File: src/rtl/mc_controller_if.sv
// -----------------------------------------------------------------------------
// mc_controller_if
// Bundles the instruction/memory handshake inputs and the datapath control
// strobes of the multi-cycle controller.
//
// Signals:
//   opcode[6:0]  instruction opcode from the datapath instruction register
//   stall        hold request, blocks the start of a new fetch
//   mem_ready    memory handshake, access completes in the cycle it is high
//   PCWrite, IRWrite, RegWrite, MemRead, MemWrite, ALUSrc, MemtoReg
//                datapath control strobes
//   ALUOp[1:0]   00 add, 10 R-type, 11 I-type ALU
//   inst_done    one-cycle retirement pulse
//   trap         sticky fault flag
//   retired[31:0] retired-instruction count (only with MC_RETIRE_CNT_EN)
//
// Modports:
//   master  the controller (drives the strobes)
//   slave   the datapath / memory side (drives opcode, stall, mem_ready)
//
// Configuration macro: MC_RETIRE_CNT_EN adds the retired counter signal.
// -----------------------------------------------------------------------------
interface mc_controller_if;
    logic [6:0]  opcode;
    logic        stall;
    logic        mem_ready;
    logic        PCWrite;
    logic        IRWrite;
    logic        RegWrite;
    logic        MemRead;
    logic        MemWrite;
    logic        ALUSrc;
    logic        MemtoReg;
    logic [1:0]  ALUOp;
    logic        inst_done;
    logic        trap;
`ifdef MC_RETIRE_CNT_EN
    logic [31:0] retired;
`endif

    modport master (
        input  opcode, stall, mem_ready,
`ifdef MC_RETIRE_CNT_EN
        output retired,
`endif
        output PCWrite, IRWrite, RegWrite, MemRead, MemWrite,
        output ALUSrc, MemtoReg, ALUOp, inst_done, trap
    );

    modport slave (
        output opcode, stall, mem_ready,
`ifdef MC_RETIRE_CNT_EN
        input  retired,
`endif
        input  PCWrite, IRWrite, RegWrite, MemRead, MemWrite,
        input  ALUSrc, MemtoReg, ALUOp, inst_done, trap
    );
endinterface

File: src/rtl/mc_controller.sv
// -----------------------------------------------------------------------------
// mc_controller
// Multi-cycle RV32-subset control FSM: FETCH -> DECODE -> EXECUTE -> (MEM) ->
// (WB) -> FETCH, with a memory wait watchdog and a sticky TRAP state.
// Supported opcodes: R-type 0110011, I-type ALU 0010011, load 0000011,
// store 0100011. Any other opcode traps after DECODE.
//
// Ports:
//   clk    rising-edge clock
//   reset  asynchronous, active-low reset; forces FETCH and zeroes outputs
//   bus    mc_controller_if.master (opcode/stall/mem_ready in, strobes out)
//
// Parameter:
//   TIMEOUT  consecutive mem_ready=0 cycles tolerated in a memory state
//            before trapping (1..255)
//
// Configuration macro: MC_RETIRE_CNT_EN enables the 32-bit retired counter.
// -----------------------------------------------------------------------------
module mc_controller #(
    parameter int unsigned TIMEOUT = 15
) (
    input  logic              clk,
    input  logic              reset,
    mc_controller_if.master   bus
);

    typedef enum logic [2:0] {
        S_FETCH   = 3'd0,
        S_DECODE  = 3'd1,
        S_EXECUTE = 3'd2,
        S_MEM     = 3'd3,
        S_WB      = 3'd4,
        S_TRAP    = 3'd5
    } state_e;

    localparam logic [6:0] OP_R     = 7'b0110011;
    localparam logic [6:0] OP_I     = 7'b0010011;
    localparam logic [6:0] OP_LOAD  = 7'b0000011;
    localparam logic [6:0] OP_STORE = 7'b0100011;
    localparam logic [7:0] TIMEOUT_C = 8'(TIMEOUT);

    // Opcodes the controller knows how to sequence
    function automatic logic is_legal(input logic [6:0] op);
        logic legal;
        case (op)
            OP_R, OP_I, OP_LOAD, OP_STORE: legal = 1'b1;
            default:                       legal = 1'b0;
        endcase
        return legal;
    endfunction

    // Opcodes that need a MEM phase
    function automatic logic is_mem_op(input logic [6:0] op);
        logic mem;
        case (op)
            OP_LOAD, OP_STORE: mem = 1'b1;
            default:           mem = 1'b0;
        endcase
        return mem;
    endfunction

    state_e      state_q, state_d;
    logic [6:0]  opcode_q, opcode_d;
    logic [7:0]  wait_q, wait_d;

    logic        pc_write_s;
    logic        ir_write_s;
    logic        reg_write_s;
    logic        mem_read_s;
    logic        mem_write_s;
    logic        alu_src_s;
    logic        mem_to_reg_s;
    logic [1:0]  alu_op_s;
    logic        inst_done_s;
    logic        trap_s;

    // State register with asynchronous return to FETCH
    always_ff @(posedge clk or negedge reset) begin
        if (!reset) begin
            state_q <= S_FETCH;
        end else begin
            state_q <= state_d;
        end
    end

    // Latched opcode and memory wait counter
    always_ff @(posedge clk or negedge reset) begin
        if (!reset) begin
            opcode_q <= 7'd0;
            wait_q   <= 8'd0;
        end else begin
            opcode_q <= opcode_d;
            wait_q   <= wait_d;
        end
    end

    // Next-state, opcode latch and wait-counter logic.
    // The watchdog fires on the cycle the counter would reach TIMEOUT, so
    // TIMEOUT unanswered wait cycles land in TRAP on the following cycle.
    always_comb begin
        state_d  = state_q;
        opcode_d = opcode_q;
        wait_d   = 8'd0;
        case (state_q)
            S_FETCH: begin
                if (bus.stall) begin
                    state_d = S_FETCH;
                end else if (bus.mem_ready) begin
                    state_d = S_DECODE;
                end else if (wait_q == (TIMEOUT_C - 8'd1)) begin
                    state_d = S_TRAP;
                end else begin
                    wait_d = wait_q + 8'd1;
                end
            end
            S_DECODE: begin
                opcode_d = bus.opcode;
                if (is_legal(bus.opcode)) begin
                    state_d = S_EXECUTE;
                end else begin
                    state_d = S_TRAP;
                end
            end
            S_EXECUTE: begin
                if (is_mem_op(opcode_q)) begin
                    state_d = S_MEM;
                end else begin
                    state_d = S_WB;
                end
            end
            S_MEM: begin
                if (bus.mem_ready) begin
                    if (opcode_q == OP_LOAD) begin
                        state_d = S_WB;
                    end else begin
                        state_d = S_FETCH;
                    end
                end else if (wait_q == (TIMEOUT_C - 8'd1)) begin
                    state_d = S_TRAP;
                end else begin
                    wait_d = wait_q + 8'd1;
                end
            end
            S_WB: begin
                state_d = S_FETCH;
            end
            S_TRAP: begin
                state_d = S_TRAP;
            end
            default: begin
                // Unreachable encoding: treat as a fault
                state_d = S_TRAP;
            end
        endcase
    end

    // Control strobes decoded from state, latched opcode and handshake
    always_comb begin
        pc_write_s   = 1'b0;
        ir_write_s   = 1'b0;
        reg_write_s  = 1'b0;
        mem_read_s   = 1'b0;
        mem_write_s  = 1'b0;
        alu_src_s    = 1'b0;
        mem_to_reg_s = 1'b0;
        alu_op_s     = 2'b00;
        inst_done_s  = 1'b0;
        trap_s       = 1'b0;
        case (state_q)
            S_FETCH: begin
                if (!bus.stall) begin
                    mem_read_s = 1'b1;
                    ir_write_s = 1'b1;
                    pc_write_s = bus.mem_ready;
                end else begin
                    mem_read_s = 1'b0;
                end
            end
            S_DECODE: begin
                trap_s = 1'b0;
            end
            S_EXECUTE: begin
                case (opcode_q)
                    OP_R: begin
                        alu_op_s  = 2'b10;
                        alu_src_s = 1'b0;
                    end
                    OP_I: begin
                        alu_op_s  = 2'b11;
                        alu_src_s = 1'b1;
                    end
                    OP_LOAD, OP_STORE: begin
                        alu_op_s  = 2'b00;
                        alu_src_s = 1'b1;
                    end
                    default: begin
                        alu_op_s  = 2'b00;
                        alu_src_s = 1'b0;
                    end
                endcase
            end
            S_MEM: begin
                alu_op_s  = 2'b00;
                alu_src_s = 1'b1;
                if (opcode_q == OP_STORE) begin
                    mem_write_s = 1'b1;
                    // A store retires in the cycle its write completes
                    inst_done_s = bus.mem_ready;
                end else if (opcode_q == OP_LOAD) begin
                    mem_read_s = 1'b1;
                end else begin
                    mem_read_s = 1'b0;
                end
            end
            S_WB: begin
                reg_write_s  = 1'b1;
                inst_done_s  = 1'b1;
                mem_to_reg_s = (opcode_q == OP_LOAD);
            end
            S_TRAP: begin
                trap_s = 1'b1;
            end
            default: begin
                trap_s = 1'b0;
            end
        endcase
    end

    // Outputs held low whenever reset is asserted, independent of the clock,
    // so an access interrupted by reset never shows a write or retire pulse.
    always_comb begin
        if (!reset) begin
            bus.PCWrite   = 1'b0;
            bus.IRWrite   = 1'b0;
            bus.RegWrite  = 1'b0;
            bus.MemRead   = 1'b0;
            bus.MemWrite  = 1'b0;
            bus.ALUSrc    = 1'b0;
            bus.MemtoReg  = 1'b0;
            bus.ALUOp     = 2'b00;
            bus.inst_done = 1'b0;
            bus.trap      = 1'b0;
        end else begin
            bus.PCWrite   = pc_write_s;
            bus.IRWrite   = ir_write_s;
            bus.RegWrite  = reg_write_s;
            bus.MemRead   = mem_read_s;
            bus.MemWrite  = mem_write_s;
            bus.ALUSrc    = alu_src_s;
            bus.MemtoReg  = mem_to_reg_s;
            bus.ALUOp     = alu_op_s;
            bus.inst_done = inst_done_s;
            bus.trap      = trap_s;
        end
    end

`ifdef MC_RETIRE_CNT_EN
    logic [31:0] retired_q, retired_d;

    // Retired count next value; wraps naturally at 32 bits
    always_comb begin
        if (inst_done_s) begin
            retired_d = retired_q + 32'd1;
        end else begin
            retired_d = retired_q;
        end
    end

    // Retired-instruction counter
    always_ff @(posedge clk or negedge reset) begin
        if (!reset) begin
            retired_q <= 32'd0;
        end else begin
            retired_q <= retired_d;
        end
    end

    assign bus.retired = retired_q;
`endif

endmodule

File: src/flat_wrapper.sv
// flat-port wrapper written by rule: the top's interface ports become plain ports
module mc_controller_flat 
#(
    parameter int unsigned TIMEOUT = 15
)
  (clk, reset, bus_opcode, bus_stall, bus_mem_ready, bus_PCWrite, bus_IRWrite, bus_RegWrite, bus_MemRead, bus_MemWrite, bus_ALUSrc, bus_MemtoReg, bus_ALUOp, bus_inst_done, bus_trap);
  mc_controller_if bus_i ();
  input  logic clk;
  input  logic reset;
  input wire logic [$bits(bus_i.opcode)-1:0] bus_opcode;
  input wire logic [$bits(bus_i.stall)-1:0] bus_stall;
  input wire logic [$bits(bus_i.mem_ready)-1:0] bus_mem_ready;
  output wire logic [$bits(bus_i.PCWrite)-1:0] bus_PCWrite;
  output wire logic [$bits(bus_i.IRWrite)-1:0] bus_IRWrite;
  output wire logic [$bits(bus_i.RegWrite)-1:0] bus_RegWrite;
  output wire logic [$bits(bus_i.MemRead)-1:0] bus_MemRead;
  output wire logic [$bits(bus_i.MemWrite)-1:0] bus_MemWrite;
  output wire logic [$bits(bus_i.ALUSrc)-1:0] bus_ALUSrc;
  output wire logic [$bits(bus_i.MemtoReg)-1:0] bus_MemtoReg;
  output wire logic [$bits(bus_i.ALUOp)-1:0] bus_ALUOp;
  output wire logic [$bits(bus_i.inst_done)-1:0] bus_inst_done;
  output wire logic [$bits(bus_i.trap)-1:0] bus_trap;
  assign bus_i.opcode = bus_opcode;
  assign bus_i.stall = bus_stall;
  assign bus_i.mem_ready = bus_mem_ready;
  assign bus_PCWrite = bus_i.PCWrite;
  assign bus_IRWrite = bus_i.IRWrite;
  assign bus_RegWrite = bus_i.RegWrite;
  assign bus_MemRead = bus_i.MemRead;
  assign bus_MemWrite = bus_i.MemWrite;
  assign bus_ALUSrc = bus_i.ALUSrc;
  assign bus_MemtoReg = bus_i.MemtoReg;
  assign bus_ALUOp = bus_i.ALUOp;
  assign bus_inst_done = bus_i.inst_done;
  assign bus_trap = bus_i.trap;
  mc_controller #(.TIMEOUT(TIMEOUT)) u_core (.clk(clk), .reset(reset), .bus(bus_i));
endmodule
File: config.mk
export PLATFORM = sky130hd
export DESIGN_NAME = mc_controller_flat
export DESIGN_NICKNAME = d
export VERILOG_FILES = /design/src/rtl/mc_controller_if.sv /design/src/rtl/mc_controller.sv /design/src/flat_wrapper.sv
export SDC_FILE = /design/constraint.sdc
export NUM_CORES = 1
export LEC_CHECK = 0
export BUFFER_PORTS_ARGS = -buffer_cell sky130_fd_sc_hd__buf_4
export CELL_PAD_IN_SITES_DETAIL_PLACEMENT = 0
export CELL_PAD_IN_SITES_GLOBAL_PLACEMENT = 1
export CORE_UTILIZATION = 43
export DETAILED_ROUTE_END_ITERATION = 16
export GPL_ROUTABILITY_DRIVEN = 0
export PLACE_DENSITY_LB_ADDON = 0.3
export SETUP_SLACK_MARGIN = 0.3
export SLEW_MARGIN = 40
export SYNTH_ARGS = -nofsm -noshare
export SYNTH_HDL_FRONTEND = slang
export SYNTH_SLANG_ARGS = --single-unit
File: constraint.sdc
create_clock -name clk -period 2.3 [get_ports clk]
set_input_delay 0.345 -clock clk [delete_from_list [all_inputs] [get_ports clk]]
set_output_delay 0.345 -clock clk [all_outputs]
set_load 0.05 [all_outputs]
==> run metrics, run 1 <==
hold path start=bus_opcode[5]; CTS buffer count=3; number of cell rows=17; Hold Crit Class=in -> reg; clock skew=0.00622 ns; status=completed; I/O pins=22; antenna fix cells=0; Tightest Pin Transition=0.404 ns; Storage cell area=452 µm²; Port Buffers=21; largest family of logic cells by synthesized area=simple AND/OR/NAND/NOR gates; Initial Util=45.8%; Final Cell Area=0.00144 mm²; Net Sw Frac=20.7%; Routed WL=2190 µm; fmax=444 MHz; Crit path buffers/inverters=1; crit path max fanout=3; root buffer cell=clkbuf_4; Synth cell types=35; Post-Syn Nets=113; RSZ-0062 raised after global routing=true; GRT Total Usage=18.3%; fraction of final layout cells sized beyond drive strength 1=45.1%; vias in the first global route=809; initial DRC count=5; #FFs+latches synth=18; min Tclk post-route=2.25 ns; family with the most delay on the worst path=simple AND/OR/NAND/NOR gates; reg2reg path depth=6; Reg-to-Reg Start=u_core.state_q[1]; Setup Viol. Count Final=0; Post-synth ARST share=100%; Reg power frac=58.5%; Hold Path Depth=2; multi-input logic area=617 µm²; Nets=147; top-count cell post-synth=dfrtp_1; Reg2Reg Setup Slack=0.49 ns; P_sw=112 µW; global-route wire length before repair=3530 µm; Post-Synthesis Cells=100; DRC Markers=0; Slew Viols, Final=0; WL/cell=13.6 µm; top post-synthesis cells by area=dfrtp_1, mux2_2, nor2_1, xor2_1, ha_1; Die ar.=0.00255 mm²; Sink Count=18; r2r endpoint=u_core.state_q[1]; Worst-path clk slew=0.10 ns; post-place instance area=0.00125 mm²; TritonRoute pass-1 iters=4; delay of the slowest critical-path stage=0.41 ns; Synth Area in Adders=2.47%; sequential element share of the synthesized area=44.5%; TNS Setup=0 ns; die width=50.5 µm; Hold Path End=u_core.opcode_q[5]; FILL cells=203; CP cell instances=nand4bb_4, or2_4, or4_4, a21oi_2, buf_6; mean post-synth cell area=10.1 µm²; xor/xnor cell area share of the yosys netlist=5.19%; # Max-Cap Violations=0; proportion of synthesized area in mux cells=7.79%; post-synth top area cell=dfrtp_1; Final period util=98.0%; initial antenna violation count=0; Leak=0.642 nW; vias per std cell=5.25; share of the synthesized area in the top cell type=44.5%; placed cells=148; Mapped Area=0.00101 mm²; Post-synth EDFFs=0; Synth Area in Simple Gates=25.5%; CTS tree=done; die height=50.5 µm; Crit. End Element=primary output; WP data required=1.96 ns; CP startpoint kind=flop; Setup CP Type=reg -> out; Logic pwr share=6.3%; largest net degree at the start of global routing=12; GR Overflow Total=0; clock buffer depth=2; Design Power=541 µW; dominant synthesized flop cell=dfrtp_1; PD cells=375 mW/mm²; final cell count without fillers=161; H-tree depth=1; worst relative slew slack=73.1%; area delta synth->final=42.4%; Clock power frac=35.2%; later-pin clock latency in the skew report=0.29 ns; most frequent cells after synthesis=dfrtp_1, nor2_1, mux2_2; final hold slack=0.289 ns; Synth warnings=0; core area=0.00221 mm²; final HPWL from detailed placement=1540 µm; internal power=429 µW; Hold Fails Final Rpt=0; Peak supply drop=362 µV; Post-DRT Antenna Nets=0; CP arrival=1.91 ns; slowest CP cell=or4_4; post-synthesis compound-gate area fraction=10.3%; total number of vias=845
final cells by class:
type | count | area share (%)
Clock buffer | 4 | 2.52
Inverter | 3 | 0.781
Multi-Input combinational cell | 75 | 42.8
Sequential cell | 18 | 31.3
Tap cell | 28 | 2.43
Timing Repair Buffer | 33 | 20.1
flip-flops by register name (all words and copies together), names as in the netlist:
name	count
u_core.wait_q	8
u_core.opcode_q	7
u_core.state_q	3
layout by cell type (no fill, tap or decap), types with 2 or more instances in the layout:
cell type | synthesis | layout
o21ai_0 | 4 | 4
nand3_1 | 5 | 5
clkbuf_4 | 0 | 3
inv_1 | 3 | 3
nor4_1 | 3 | 2
xnor2_1 | 2 | 2
mux2_2 | 7 | 7
nand4_1 | 2 | 2
dfrtp_1 | 18 | 17
ha_1 | 2 | 2
nor3_4 | 0 | 2
and3_1 | 3 | 2
and2_1 | 3 | 2
nor2_2 | 1 | 2
buf_8 | 0 | 2
dlygate4sd3_1 | 0 | 2
nand2b_1 | 3 | 3
buf_6 | 2 | 6
nand2_1 | 4 | 4
a21oi_2 | 0 | 2
nor2_1 | 11 | 10
buf_4 | 0 | 23
xor2_1 | 4 | 4
power by group through the flow:
stage / Clock [mW] / Sequential [mW] / Combinational, mW
2_1_floorplan: 0 / 0.323 / 0.00645
3_3_place_gp: 0 / 0.322 / 0.0312
3_5_place_dp: 0 / 0.322 / 0.0318
4_1_cts: 0.198 / 0.316 / 0.0348
5_1_grt: 0.213 / 0.316 / 0.0379
6_report: 0.190 / 0.316 / 0.0343
per-layer routing:
| metal | routed length (µm) | vias up | track usage [%] |
|---|---|---|---|
| met5 | 0 | - | 0 |
| met4 | 12 | 0 | 5.56 |
| met3 | 78 | 2 | 3.03 |
| met2 | 1110 | 17 | 29.8 |
| met1 | 989 | 401 | 24.7 |
| li1 | - | 425 | - |
cells by family (layout without fill, tap and decap cells):
family,after synthesis,in the layout
xor+xnor,6,6
flops,18,18
fa+ha+maj,2,2
simple gates,46,46
compound gates,14,14
buf+inv,7,40
mux,7,7
metrics by stage:
stage | worst slack [ns] | util, %
final | 0.0455 | 65.2
after global routing | -0.0360 | 65.2
after CTS | 0.0304 | 62.8
after detailed placement | 0.275 | 56.7
after global placement | 0.289 | 56.7
after floorplan | 0.0943 | -
worst max path at each step:
stage | cells past startpoint | slack [ns] | startpoint | end
global placement | 5 | 0.29 | u_core.opcode_q[2] | bus_MemRead
global route | 6 | -0.04 | u_core.opcode_q[2] | bus_ALUOp[0]
detailed placement | 5 | 0.27 | u_core.opcode_q[2] | bus_MemRead
CTS | 5 | 0.03 | u_core.opcode_q[2] | bus_MemRead
floorplan | 4 | 0.09 | u_core.opcode_q[2] | bus_ALUOp[0]
finish | 5 | 0.05 | u_core.opcode_q[2] | bus_MemRead
timing repair:
action | in CTS | in global routing
endpoints found under the setup margin | 7 | 8
resized for setup | 10 | 7
hold endpoints to repair | 7 | 0
setup buffers | 4 | 3
pin swaps | 3 | 2
hold buffers | 2 | 0
(Power assumes the default switching activity.)
==> run 2: changes to the inputs <==
--- a/config.mk
+++ b/config.mk
@@ -8,6 +8,7 @@
 export BUFFER_PORTS_ARGS = -buffer_cell sky130_fd_sc_hd__buf_4
 export CELL_PAD_IN_SITES_DETAIL_PLACEMENT = 0
 export CELL_PAD_IN_SITES_GLOBAL_PLACEMENT = 1
+export CORE_ASPECT_RATIO = 1.4
 export CORE_UTILIZATION = 43
 export DETAILED_ROUTE_END_ITERATION = 16
 export GPL_ROUTABILITY_DRIVEN = 0
==> run metrics, run 2 (synthesis gave the netlist of run 1 again) <==
area delta synth->final=37.7%; Post-Place Worst Slack=0.310 ns (+0.0350 ns); commonest non-fill, non-tap cell in the layout=buf_4; die height=59.4 µm (+18%); CTS tree=done; Setup Viol. Count Final=0 (unchanged); fmax=445 MHz (+0.24%); I/O pins=22 (unchanged); WP data required=1.96 ns (about the same); routed length on met3=61 µm (-22%); GRT Total Usage=21.6% (+3.4 points); Nets=142 (-3.4%); clock skew=0.0108 ns (+0.00462 ns); most frequent cells in the layout=buf_4, dfrtp_1, nor2_1, mux2_2, nand3_1; largest reg by FF count=u_core.wait_q; Design Power=542 µW (+0.11%); Sink Count=18 (unchanged); initial DRC count=12 (+7); Post-DRT Antenna Nets=0 (unchanged); CTS buffer count=3 (unchanged); FILL cells=186 (-8.4%); M1 wire length=928 µm (-6.2%); Hold Fails Final Rpt=0 (unchanged); core area=0.00220 mm² (-0.45%); final core utilization=63.3% (-1.9 points); CP startpoint kind=flop; Final period util=97.8% (-0.23 points); # Max-Cap Violations=0 (unchanged); Reg2Reg Setup Slack=0.62 ns (+0.13 ns); worst setup path end=bus_MemRead; initial antenna violation count=0 (unchanged); r2r endpoint=u_core.wait_q[5]; Routed WL=2290 µm (+4.6%); global-route wire length before repair=3930 µm (+11%); Port Buffers=21 (unchanged); final HPWL from detailed placement=1690 µm (+9.6%); Crit. End Element=primary output; vias per std cell=5.79 (+10%); max layer used=met4; CP arrival=1.90 ns (about the same); Worst-path clk slew=0.11 ns (about the same); Initial Util=46.0% (+0.21 points); Hold Crit Class=in -> async; crit path max fanout=3 (unchanged); root buffer cell=clkbuf_4; fraction of final layout cells sized beyond drive strength 1=43.8% (-1.4 points); number of cell rows=20 (+3); Reg-to-Reg Start=u_core.state_q[1]; H-tree depth=1 (unchanged); vias in the first global route=849 (+4.9%); later-pin clock latency in the skew report=0.29 ns (about the same); CP startpoint=u_core.opcode_q[3]; WL/cell=15.3 µm (+12%); Die ar.=0.00255 mm² (about the same); Tightest Pin Transition=0.410 ns (+0.00645 ns); PD cells=389 mW/mm² (+3.5%); crit path setup slack, layout=0.0508 ns (+0.00532 ns); total number of vias=868 (+2.7%); met2 routed WL=1260 µm (+14%); max FFs per register=8 (unchanged); clock buffer depth=2 (unchanged); status=completed; largest net degree at the start of global routing=15 (+3); reg2reg path depth=5 (-1); Peak supply drop=307 µV (-15%); min Tclk post-route=2.25 ns (-0.00532 ns); worst relative slew slack=72.6% (-0.43 points); TritonRoute pass-1 iters=4 (unchanged); RSZ-0062 raised after global routing=true; antenna fix cells=0 (unchanged); Top Registers=u_core.wait_q (8), u_core.opcode_q (7), u_core.state_q (3); GR Overflow Total=0 (unchanged); die width=43.0 µm (-15%); Leak=0.621 nW (-3.3%); DRC Markers=0 (unchanged); Setup CP Type=reg -> out; Slew Viols, Final=0 (unchanged)
[run 2: area by class of cell]
type / count / area (µm²) / share of cell area, %
multi-input cells: 75 / 617 / 44.3
flip-flops and latches: 18 / 452 / 32.4
repair buffers: 28 / 250 / 18.0
clock buffers: 4 / 36.3 / 2.60
well taps: 22 / 27.5 / 1.97
inverters: 3 / 11.3 / 0.808
[run 2: worst max-delay path: stages (launching register included)]
cell and delay [ns]:
dfrtp_1 0.40, nand4bb_4 0.23, or2_4 0.25, or4_4 0.41, a21oi_2 0.15, buf_6 0.17
[run 2: worst min path at each step]
| stage | to | slack (ns) |
|---|---|---|
| floorplan | u_core.opcode_q[0] | 0.05 |
| global placement | u_core.wait_q[4] | 0.17 |
| detailed placement | u_core.wait_q[4] | 0.17 |
| CTS | u_core.wait_q[2] | 0.01 |
| global route | u_core.opcode_q[3] | 0.02 |
| finish | u_core.opcode_q[3] | 0.02 |
[run 2: through the flow]
stage / area, µm² / setup TNS (ns) / instances / hold WS [ns]
4_1_cts: 1350 / 0 / 149 / 0.0120
6_report: 1390 / 0 / 150 / 0.0167
2_1_floorplan: 1070 / 0 / 100 / 0.0494
3_3_place_gp: 1250 / 0 / 142 / 0.169
3_5_place_dp: 1250 / 0 / 142 / 0.168
5_1_grt: 1390 / -0.0277 / 150 / 0.0206
[run 2: where the power goes]
group	switching (mW)	total (mW)	internal (mW)	leakage [nW]
logic	0.0176	0.0332	0.0156	0.359
clock network	0.0956	0.192	0.0965	0.0210
registers	0	0.316	0.316	0.241
total	0.113	0.542	0.428	0.621
[run 2: per-layer routing]
metal,track usage [%],vias up
met2,39.0,17
met1,24.5,428
li1,-,419
met5,0,-
met3,3.66,4
met4,10.4,0
[run 2: timing repair]
item / 4_1_cts / 5_1_grt
setup endpoints to repair: 6 / 8
endpoints found under the hold margin: 5 / 0
resized for setup: 9 / 8
pin swaps: 3 / 6
hold buffers: 1 / 0
buffers inserted: 2 / 1
gates cloned: 0 / 0
==> run 3: changes to the inputs <==
--- a/config.mk
+++ b/config.mk
@@ -5,11 +5,12 @@
 export SDC_FILE = /design/constraint.sdc
 export NUM_CORES = 1
 export LEC_CHECK = 0
+export ABC_AREA = 1
 export BUFFER_PORTS_ARGS = -buffer_cell sky130_fd_sc_hd__buf_4
 export CELL_PAD_IN_SITES_DETAIL_PLACEMENT = 0
 export CELL_PAD_IN_SITES_GLOBAL_PLACEMENT = 1
 export CORE_ASPECT_RATIO = 1.4
-export CORE_UTILIZATION = 43
+export CORE_UTILIZATION = 41
 export DETAILED_ROUTE_END_ITERATION = 16
 export GPL_ROUTABILITY_DRIVEN = 0
 export PLACE_DENSITY_LB_ADDON = 0.3
==> run metrics, run 3 <==
status=completed; I/O pins=22 (unchanged); Crit. End Element=primary output; area delta synth->final=24.6%; max FFs per register=8 (unchanged); #FFs+latches synth=18 (unchanged); CTS tree=done; CP arrival=1.63 ns (-0.27 ns); Post-Synthesis Cells=154 (+54%); Synth cell types=23 (-34%); min Tclk post-route=1.97 ns (-0.279 ns); clock buffer depth=2 (unchanged); vias per std cell=4.86 (-16%); Final period util=85.7% (-12 points); Leak=0.653 nW (+5.2%); # Max-Cap Violations=0 (unchanged); FILL cells=264 (+42%); Tightest Pin Transition=0.493 ns (+0.0826 ns); Design Power=504 µW (-7.0%); initial DRC count=37 (+25); Nets=193 (+36%); fmax=507 MHz (+14%); number of cell rows=22 (+10%); Slew Viols, Final=0 (unchanged); top post-synthesis cells by area=dfrtp_1, nand2_1, nand3_1, nor2_1, inv_1; Setup Viol. Count Final=0 (unchanged); Worst-path clk slew=0.09 ns (-0.02 ns); largest family of logic cells by synthesized area=simple AND/OR/NAND/NOR gates; placed cells=209 (+47%); proportion of synthesized area in mux cells=0% (-7.8 points); RSZ-0062 raised after global routing=true; Post-Syn Nets=167 (+48%); xor/xnor cell area share of the yosys netlist=2.36% (-2.8 points); final HPWL from detailed placement=1890 µm (+12%); top-count cell post-synth=nand2_1; Mapped Area=0.00111 mm² (+9.9%); H-tree depth=1 (unchanged); WL/cell=11.2 µm (-26%); max layer used=met4; sequential element share of the synthesized area=40.5% (-4.0 points); multi-input logic area=602 µm² (-2.4%); GR Overflow Total=0 (unchanged); Storage cell area=454 µm² (+0.55%); fraction of final layout cells sized beyond drive strength 1=27.5% (-16 points); initial antenna violation count=0 (unchanged); Sink Count=18 (unchanged); Crit path buffers/inverters=3 (+2); mean post-synth cell area=7.22 µm² (-29%); post-place instance area=0.00133 mm² (+6.5%); root buffer cell=clkbuf_4; die height=63.6 µm (+7.1%); slowest CP cell=dfrtp_2; met2 routed WL=1190 µm (-5.6%); crit path setup slack, layout=0.329 ns (+0.279 ns); largest reg by FF count=u_core.wait_q; CP startpoint kind=flop; Hold Crit Class=in -> async; vias in the first global route=994 (+17%); Synth Area in Adders=2.25% (-0.22 points); dominant synthesized flop cell=dfrtp_1; routed length on met3=94 µm (+54%); Hold Fails Final Rpt=0 (unchanged); Post-Place Worst Slack=0.506 ns (+0.197 ns); PD cells=363 mW/mm² (-6.5%); Post-synth EDFFs=0 (unchanged); DRC Markers=0 (unchanged); share of the synthesized area in the top cell type=40.5% (-4.0 points); WP data required=1.96 ns (about the same); GRT Total Usage=20.1% (-1.5 points); final cell count without fillers=214 (+43%); commonest non-fill, non-tap cell in the layout=nand2_1; CTS buffer count=3 (unchanged); Routed WL=2410 µm (+5.0%); global-route wire length before repair=4200 µm (+6.7%); Setup CP Type=reg -> out; Port Buffers=21 (unchanged); Post-DRT Antenna Nets=0 (unchanged); post-synth top area cell=dfrtp_1; M1 wire length=1050 µm (+13%); delay of the slowest critical-path stage=0.46 ns (+0.05 ns); family with the most delay on the worst path=simple AND/OR/NAND/NOR gates; Top Registers=u_core.wait_q (8), u_core.opcode_q (7), u_core.state_q (3); antenna fix cells=0 (unchanged); most frequent cells after synthesis=nand2_1, nor2_1, inv_1; Post-synth ARST share=100% (unchanged); worst relative slew slack=67.0% (-5.6 points); Final Cell Area=0.00139 mm² (-0.54%); Initial Util=43.0% (-3.0 points); Peak supply drop=212 µV (-31%); most frequent cells in the layout=nand2_1, inv_1, buf_4, nor2_1, nand3_1; clock skew=0.000838 ns (-0.0100 ns); final core utilization=53.6% (-9.7 points); TritonRoute pass-1 iters=4 (unchanged); Synth warnings=0 (unchanged); largest net degree at the start of global routing=19 (+4); Die ar.=0.00293 mm² (+15%); die width=46.0 µm (+7.0%); CP cell instances=inv_4, nand2_4, nor2_1, nand3_2, nand3_1, nand2_1, inv_1, buf_4; core area=0.00259 mm² (+18%); total number of vias=1039 (+20%); later-pin clock latency in the skew report=0.29 ns (about the same); Synth Area in Simple Gates=41.5% (+16 points); post-synthesis compound-gate area fraction=4.50% (-5.8 points); crit path max fanout=6 (+3)
[run 3: changes by cell type after synthesis, sizes merged, moves of 3 or more]
cell,previous run,this run
nor2,12,27
o21ai,4,7
inv,3,23
mux2,7,0
nand2,4,39
nand3,5,18
nand2b,3,0
and2,3,0
nor3,3,6
[run 3: layout make-up]
type | count | area share (%)
multi-input cells | 111 | 43.4
clock buffers | 3 | 1.62
flip-flops and latches | 18 | 32.8
repair buffers | 23 | 12.5
well taps | 36 | 3.25
inverters | 23 | 6.41
[run 3: path summary, 6_finish.rpt]
kind | start | end | slack, ns | depth (start not counted)
min | reset | u_core.opcode_q[2] | 0.08 | 2
max reg2reg | u_core.state_q[1] | u_core.state_q[0] | 0.86 | 6
max | u_core.state_q[2] | bus_ALUSrc | 0.33 | 8
min reg2reg | u_core.opcode_q[1] | u_core.opcode_q[1] | 0.49 | 2
max in group asynchronous | reset | u_core.state_q[2] | 1.92 | 2
min in group clk | bus_opcode[5] | u_core.opcode_q[5] | 0.25 | 3
[run 3: metrics by stage]
stage | hold slack [ns] | setup TNS (ns)
after detailed placement | 0.233 | 0
after floorplan | 0.0494 | -0.0779
after CTS | 0.240 | 0
after global placement | 0.229 | 0
final | 0.0816 | 0
after global routing | 0.108 | 0
[run 3: metal layers]
layer	track usage (%)	vias up
met5	0	-
met1	24.1	462
li1	-	537
met4	9.93	0
met2	33.6	31
met3	2.58	9
[run 3: cell families (layout without fill, tap and decap cells)]
family / count (synthesis) / count (layout)
simple gates: 96 / 96
flops: 18 / 18
fa+ha+maj: 2 / 2
buf+inv: 25 / 49
xor+xnor: 3 / 3
compound gates: 10 / 10
[run 3: power by group]
part	switching, mW	internal [mW]
sequential	0	0.316
clock	0.0922	0.0611
combinational	0.0204	0.0139
total	0.113	0.391
[run 3: repair_timing]
item,CTS,global route
resized for setup,2,7
setup endpoints to repair,2,4
hold endpoints to repair,18,0
buffers inserted,0,1
hold buffers,1,0
